$ cat src/rtl/apb_slave_regfile.sv
// APB slave register file: register 0 is a read-only ID, the rest are 32-bit R/W.
// Fixed, parameterised wait states, with error response on misaligned, out-of-range or ID writes.
module apb_slave_regfile #(
   parameter int          NUM_REGS    = 16,
   parameter int          WAIT_STATES = 1,
   parameter logic [31:0] ID_VALUE    = 32'hA5B0_0001
) (
   input  logic        PCLK,
   input  logic        PRESET,
   input  logic [31:0] PADDR,
   input  logic        PSELx,
   input  logic        PENABLE,
   input  logic        PWRITE,
   input  logic [31:0] PWDATA,
   output logic        PREADY,
   output logic [31:0] PRDATA,
   output logic        PSLVERR,
   output logic        state_dbg
);

   localparam int IDX_W = $clog2(NUM_REGS);

   typedef enum logic {
      IDLE   = 1'b0,
      ACCESS = 1'b1
   } state_t;

   state_t             state;
   state_t             state_nxt;
   logic [3:0]         cnt;
   logic [31:0]        addr_q;
   logic [31:0]        wdata_q;
   logic               write_q;
   logic [31:0]        regs [NUM_REGS];

   logic               latch_en;
   logic               cnt_dec;
   logic               commit;
   logic               err;
   logic [IDX_W-1:0]   idx;
   logic [31:0]        rdata;

   // Handshake: the requester presents a setup cycle (PSELx=1, PENABLE=0), then
   // holds PSELx=PENABLE=1; the transfer completes on the edge where PREADY=1.
   // Request fields are captured at setup and ignored for the rest of the transfer.
   always_ff @(posedge PCLK) begin
      if (PRESET) state <= IDLE;
      else        state <= state_nxt;
   end

   always_comb begin
      state_nxt = state;
      latch_en  = 1'b0;
      cnt_dec   = 1'b0;
      commit    = 1'b0;
      case (state)
         IDLE: begin
            if (PSELx && !PENABLE) begin
               latch_en  = 1'b1;
               state_nxt = ACCESS;
            end
         end
         ACCESS: begin
            if (PSELx && PENABLE) begin
               if (cnt != 4'd0) begin
                  cnt_dec = 1'b1;
               end else begin
                  state_nxt = IDLE;
                  commit    = write_q && !err;
               end
            end else if (PSELx) begin
               // A fresh setup phase in place of an access cycle restarts the transfer.
               latch_en  = 1'b1;
               state_nxt = ACCESS;
            end else begin
               state_nxt = IDLE;
            end
         end
         default: state_nxt = IDLE;
      endcase
   end

   assign idx   = addr_q[IDX_W+1:2];
   assign err   = (addr_q[1:0] != 2'b00) || (addr_q >= 32'(4 * NUM_REGS)) ||
                  (write_q && (idx == '0));
   assign rdata = (idx == '0) ? ID_VALUE : regs[idx];

   always_ff @(posedge PCLK) begin
      if (PRESET) begin
         cnt     <= 4'd0;
         addr_q  <= 32'h0;
         wdata_q <= 32'h0;
         write_q <= 1'b0;
         for (int i = 0; i < NUM_REGS; i++) regs[i] <= 32'h0;
      end else begin
         if (latch_en) begin
            cnt     <= 4'(WAIT_STATES);
            addr_q  <= PADDR;
            wdata_q <= PWDATA;
            write_q <= PWRITE;
         end else if (cnt_dec) begin
            cnt <= cnt - 4'd1;
         end
         if (commit) regs[idx] <= wdata_q;
      end
   end

   assign PREADY    = (state == ACCESS) && (cnt == 4'd0);
   assign PSLVERR   = PREADY && err;
   assign PRDATA    = (PREADY && !write_q && !err) ? rdata : 32'h0;
   assign state_dbg = (state == ACCESS);

endmodule

$ cat config.mk
export PLATFORM = sky130hd
export DESIGN_NAME = apb_slave_regfile
export DESIGN_NICKNAME = d
export VERILOG_FILES = /design/src/rtl/apb_slave_regfile.sv
export SDC_FILE = /design/constraint.sdc
export NUM_CORES = 1
export LEC_CHECK = 0
export ABC_AREA = 1
export ABC_CLOCK_PERIOD_IN_PS = 2900
export CAP_MARGIN = 20
export CELL_PAD_IN_SITES_DETAIL_PLACEMENT = 1
export CELL_PAD_IN_SITES_GLOBAL_PLACEMENT = 2
export CORE_MARGIN = 5
export CORE_UTILIZATION = 35
export CTS_CLUSTER_DIAMETER = 40
export CTS_CLUSTER_SIZE = 20
export DETAILED_ROUTE_END_ITERATION = 7
export PLACE_DENSITY_LB_ADDON = 0.1
export RECOVER_POWER = 50
export SLEW_MARGIN = 30
export SYNTH_ARGS = -nofsm -noshare
export SYNTH_HDL_FRONTEND = slang
export SYNTH_SLANG_ARGS = --single-unit
$ cat constraint.sdc
create_clock -name PCLK -period 2.9 [get_ports PCLK]
set_input_delay 0.29 -clock PCLK [delete_from_list [all_inputs] [get_ports PCLK]]
set_output_delay 0.29 -clock PCLK [all_outputs]
set_load 0.005 [all_outputs]
==> results.md <==
* Final #Nets at 3023
* Synth Flop Type: edfxtp_1
* Cell area power density at 739 nW/µm²
* Share of the synthesized area in the top cell type at 0.592
* Crit start category: flip-flop
* Sequential element share of the synthesized area at 0.649
* Die H at 282 µm
* Cell variety after synth at 26
* Drt pass-1 iters at 5
* Die area at 79800 µm²
* Max Clk Rate at 0.335 GHz
* Slew Limit Headroom at 0.0726
* Share of layout cells above drive strength 1 at 0.131
* CP Max Fanout at 10
* Core ar. at 74100 µm²
* Drt wl/cell at 22.2 µm
* Most Frequent Cell on Critical Path: nand2_1
* Hold WS at 0.262 ns
* Via density at 5.11
* CP Data Arrival Time at 2.70 ns
* P_leak at 13.0 nW
* Post-synth EDFFs at 512
* ANT cells at 0
* Worst skew pair latency at 0.65 ns
* # setup viols final at 1
* Worst vdd ir at 0.439 mV
* Fin crit share at 1.03
* Final WL at 89.2 mm
* H-tree levels at 3
* Initial Utilization at 0.351
* MaxCap Viol Count at 0
* Routability-driven placement congestion ratio at 0.772
* Via count at 20500
* Mapped Cells at 2788
* First-pass GRT wire length at 132 mm
* TritonCTS clock tree: built
* Clk_skew at 0.0229 ns
* Filler cell count at 8308
* Commonest cells post-synth: nor2_1, edfxtp_1, nand2_1, o21ai_0, inv_1
* Asr flop ratio synth at 0
* CP Class: flip-flop to primary output
* Die W at 282 µm
* Combinational Power Share at 0.098
* Final-report hold violation count at 0
* Failing checks: setup timing
* Layout area overhead at 27.6%
* Internal Power at 18.2 mW
* Min-Delay Path Class: primary input to flip-flop
* WP data required at 2.61 ns
* Most common cell in the netlist: nor2_1
* Sequential power share at 0.392
* Largest net degree at the start of global routing at 65
* IO Pins at 104
* Bufs on Longest Clock Path at 3
* Synthesis Warnings at 0
* Flops & latches, synth at 586
* Area leader, netlist: edfxtp_1
* Final Max Slew Viols at 0
* Least-Margin Pin Slew at 1.39 ns
* Drc violations at 0
* Post-synthesis instance area at 26000 µm²
* Clock network power share at 0.510
* Total grt overflow at 0
* Vias in the first global route at 21300
* HPWL Detailed at 51.1 mm
* Synth area leaders: edfxtp_1, nor2_1, nand2_1, dfxtp_1, o21ai_0
* Initial antenna violation count at 1
* Setup TNS at -0.0860 ns
* Min Clock Period, post-route at 2.99 ns
* Unrepaired setup endpoints after global routing: true
* CP peak stage delay at 0.51 ns
* TritonCTS buffer count at 105
* Status: finished, violations left
* Crit path cell chain: buf_12 -> buf_16 -> buf_16 -> nand2_1 -> nand2_1 -> nand2_1 -> nand3_1 -> nand2_1 -> nor2_2 -> nor2_1 -> nor2_1 -> clkdlybuf4s50_1
* # clock sinks at 586
* Net switching power at 6.30 mW
* Port Buffers at 103
* Sw Share at 0.257
* Clk slew on worst S/H paths at 0.05 ns
* Worst setup margin at -0.0860 ns
* Slowest CP cell: clkdlybuf4s50_1
* Gr usage total at 0.219
* Rows at 100
* Syn avg cell area at 9.32 µm²
* DRT antenna net count at 0
* Setup crit end kind: primary output
* Clock root cell: clkbuf_16
* Drt first-iter violations at 1533
-- power groups by stage --
stage / Sequential (mW) / Clock (mW) / Combinational (mW)
global route: 9.64 / 13.2 / 2.61
global placement: 9.76 / 0 / 2.07
detailed placement: 9.77 / 0 / 2.09
finish: 9.62 / 12.5 / 2.39
floorplan: 9.74 / 0 / 1.19
CTS: 9.61 / 12.7 / 2.36
-- layer usage --
metal | wire length (µm) | share of wire | track usage | up-vias
met5 | 13 | 0.00015 | 0 | -
met4 | 1770 | 0.020 | 0.0587 | 2
met3 | 4460 | 0.050 | 0.0328 | 136
met2 | 41900 | 0.47 | 0.363 | 500
met1 | 41100 | 0.46 | 0.305 | 10300
li1 | - | - | - | 9516
-- logic make-up (layout without fill, tap and decap cells) --
family | Yosys count | in the layout | synth area share
simple gates | 1500 | 1500 | 0.228
compound gates | 308 | 308 | 0.0649
buf+inv | 391 | 616 | 0.0572
flops | 586 | 586 | 0.649
fa+ha+maj | 2 | 2 | 0.000963
other cells | 1 | 32 | 0.000144
-- worst max-delay path: cells and delay by family (launching register included) --
family | cells | cell delay, ns
buffers and inverters | 4 | 0.98
AND/OR/NAND/NOR | 8 | 0.64
flip-flops | 1 | 0.40
-- cell usage in the layout (no fill, tap or decap), types with 4 or more instances in the layout --
| master | count |
|---|---|
| clkbuf_16 | 114 |
| clkinv_1 | 7 |
| clkdlybuf4s50_1 | 68 |
| o21ai_1 | 15 |
| o211ai_1 | 57 |
| dfxtp_1 | 71 |
| nor2_4 | 5 |
| clkbuf_2 | 28 |
| clkinvlp_4 | 17 |
| nor2_1 | 824 |
| inv_6 | 17 |
| nand2_2 | 33 |
| dlygate4sd2_1 | 15 |
| nand3_2 | 9 |
| nand2_4 | 4 |
| buf_4 | 48 |
| nand3_1 | 154 |
| inv_4 | 4 |
| nor2_2 | 16 |
| buf_6 | 4 |
| o21ai_0 | 180 |
| nand2_1 | 430 |
| nand4_1 | 16 |
| clkbuf_1 | 15 |
| bufinv_16 | 10 |
| conb_1 | 32 |
| inv_2 | 4 |
| inv_1 | 176 |
| buf_16 | 19 |
| buf_12 | 26 |
| clkinv_2 | 13 |
| edfxtp_1 | 512 |
| clkinv_4 | 9 |
| clkdlybuf4s15_1 | 6 |
| a21oi_1 | 54 |
-- state kept, by name, indices dropped and copies added (netlist names), named ones only --
signal     count
state_dbg      1
cnt            4
regs         512
wdata_q       32
write_q        1
addr_q        32
-- metrics by stage --
stage / area (µm²) / power, mW / setup slack, ns / util / instances
after floorplan: 26100 / 10.9 / 0.204 / - / 2819
after global placement: 28600 / 11.8 / 0.313 / 0.386 / 3771
after detailed placement: 28600 / 11.9 / 0.229 / 0.386 / 3771
after CTS: 33000 / 24.7 / -0.145 / 0.446 / 4003
after global routing: 33200 / 25.4 / -0.179 / 0.448 / 4013
final: 33200 / 24.5 / -0.0860 / 0.448 / 4013
-- worst paths after layout --
kind / from / endpoint / slack (ns) / depth (start not counted)
min reg2reg: addr_q[20] / addr_q[20] / 0.48 / 2
min: PADDR[14] / addr_q[14] / 0.26 / 3
max reg2reg: addr_q[2] / regs[14][9] / 0.28 / 10
max: flip-flop / PRDATA[24] / -0.09 / 12
-- cell type report --
| cell class | instances | area [µm²] | area share |
|---|---|---|---|
| clock inverters | 78 | 812 | 0.0245 |
| repair inverters | 3 | 31.3 | 0.000943 |
| multi-input cells | 1842 | 7990 | 0.241 |
| well taps | 969 | 1210 | 0.0366 |
| repair buffers | 231 | 2700 | 0.0815 |
| clock buffers | 121 | 2810 | 0.0849 |
| flip-flops and latches | 586 | 16900 | 0.509 |
| inverters | 183 | 729 | 0.0220 |
-- what timing repair did --
item	in CTS	in global routing
hold endpoints to repair	0	0
setup endpoints to repair	33	26
gates resized for setup	107	76
hold buffers	0	0
pin swaps	21	49
buffers inserted	20	4
cloned	13	6
Note: power is estimated with default switching activity, not from simulation.
==> RTL change (config.mk and constraints unchanged) <==
Register the outputs `PSLVERR` and `state_dbg`, with the module's reset; this adds one clock of latency there. The other outputs are not delayed to match.
--- a/src/rtl/apb_slave_regfile.sv
+++ b/src/rtl/apb_slave_regfile.sv
@@ -108,5 +108,12 @@
    assign PREADY    = (state == ACCESS) && (cnt == 4'd0);
-   assign PSLVERR   = PREADY && err;
    assign PRDATA    = (PREADY && !write_q && !err) ? rdata : 32'h0;
-   assign state_dbg = (state == ACCESS);
+   always_ff @(posedge PCLK) begin
+      if (PRESET) begin
+         PSLVERR   <= '0;
+         state_dbg <= '0;
+      end else begin
+         PSLVERR   <= PREADY && err;
+         state_dbg <= (state == ACCESS);
+      end
+   end
 
Check against the original RTL: not settled (the Yosys comparison gave no result); the edit may change what the design does.
==> RTL change against the original RTL <==
- largest cell class unchanged
- cell area is 0.59% higher
- the run ends with capacitance limit, slew limit left
- synthesized cell count hardly changed
- total power is 1.9% higher
- worst setup slack better by 0.12 ns
- routed wire length is 7.9% higher
- sequential cell count is 2 higher
- largest power group unchanged
- global-route usage is 0.73 points higher
- critical endpoint is now PRDATA[26]
- highest routed layer is now met4
- die area is 1.0% higher
- area after synthesis is 1.1% higher
- clock power is 6% higher
- critical path type unchanged
==> RTL change: results (changes against the original RTL) <==
worst reg2reg path depth 8 (was 10); Slew HR -0.0281 (was 0.0726); crit path max fanout 73 (was 10); violated checks capacitance limit, slew limit (was setup timing); synth cell count leaders nor2_1, edfxtp_1, nand2_1 (unchanged); Slew Viols, Final 36 (was 0); status finished with violations (unchanged); share of layout cells above drive strength 1 0.133 (was 0.131); Post-CTS Setup Bufs 4 (was 20); GR Util met2 0.373 (was 0.363); largest net degree at the start of global routing 74 (was 65); total routed wirelength 96200 um (was 89200 um); worst r2r dst regs[12][0] (was regs[14][9]); Seq/Total Area, Yosys 0.643 (was 0.649); post-cts resize count 81 (was 107); Mean Syn Cell Area 9.42 sq um (was 9.32 sq um); vias per cell 5.15 (was 5.11); skew final 0.0193 ns (was 0.0229 ns); Initial DRC Count 1505 (was 1533); hpwl dp 49500 um (was 51100 um); worst reg-to-reg setup slack 0.18 ns (was 0.28 ns); GR Layer Usage met3 0.0386 (was 0.0328); Layout fillers 8223 (was 8308); Lkg Pwr 13.0 nW (about the same); WHS 0.230 ns (was 0.262 ns); gpl congestion 0.734 (was 0.772); Cell variety after synth 25 (was 26); Peak VDD IR 0.424 mV (was 0.439 mV); clock sink total 588 (was 586); nets@finish 3022 (was 3023); combinational power 2.12 mW (was 2.39 mW); met2 wire length 44900 um (was 41900 um); hold path endpoint addr_q[18] (was addr_q[14]); max-cap violations 1 (was 0)
RTL change: worst max-delay path by stage:
| stage | slack, ns | endpoint | cells past startpoint | startpoint |
|---|---|---|---|---|
| global placement | 0.26 | PRDATA[1] | 8 | addr_q[19] |
| finish | 0.03 | PRDATA[26] | 8 | flip-flop |
| CTS | -0.16 | PRDATA[0] | 8 | addr_q[20] |
| detailed placement | 0.25 | PRDATA[1] | 8 | addr_q[19] |
| global route | -0.06 | PRDATA[26] | 11 | flip-flop |
| floorplan | 0.29 | regs[5][0] | 8 | addr_q[20] |
RTL change: cell type report:
class | instances | area (sq um) | area share
sequential | 588 | 16900 | 0.507
multi-input combinational | 1840 | 8000 | 0.240
clock buffer | 125 | 2910 | 0.0874
timing repair buffer | 223 | 2610 | 0.0781
tap | 969 | 1210 | 0.0364
clock inverter | 86 | 953 | 0.0286
inverter | 183 | 722 | 0.0216
timing repair inverter | 3 | 31.3 | 0.000938
antenna | 1 | 2.50 | 0.0000750
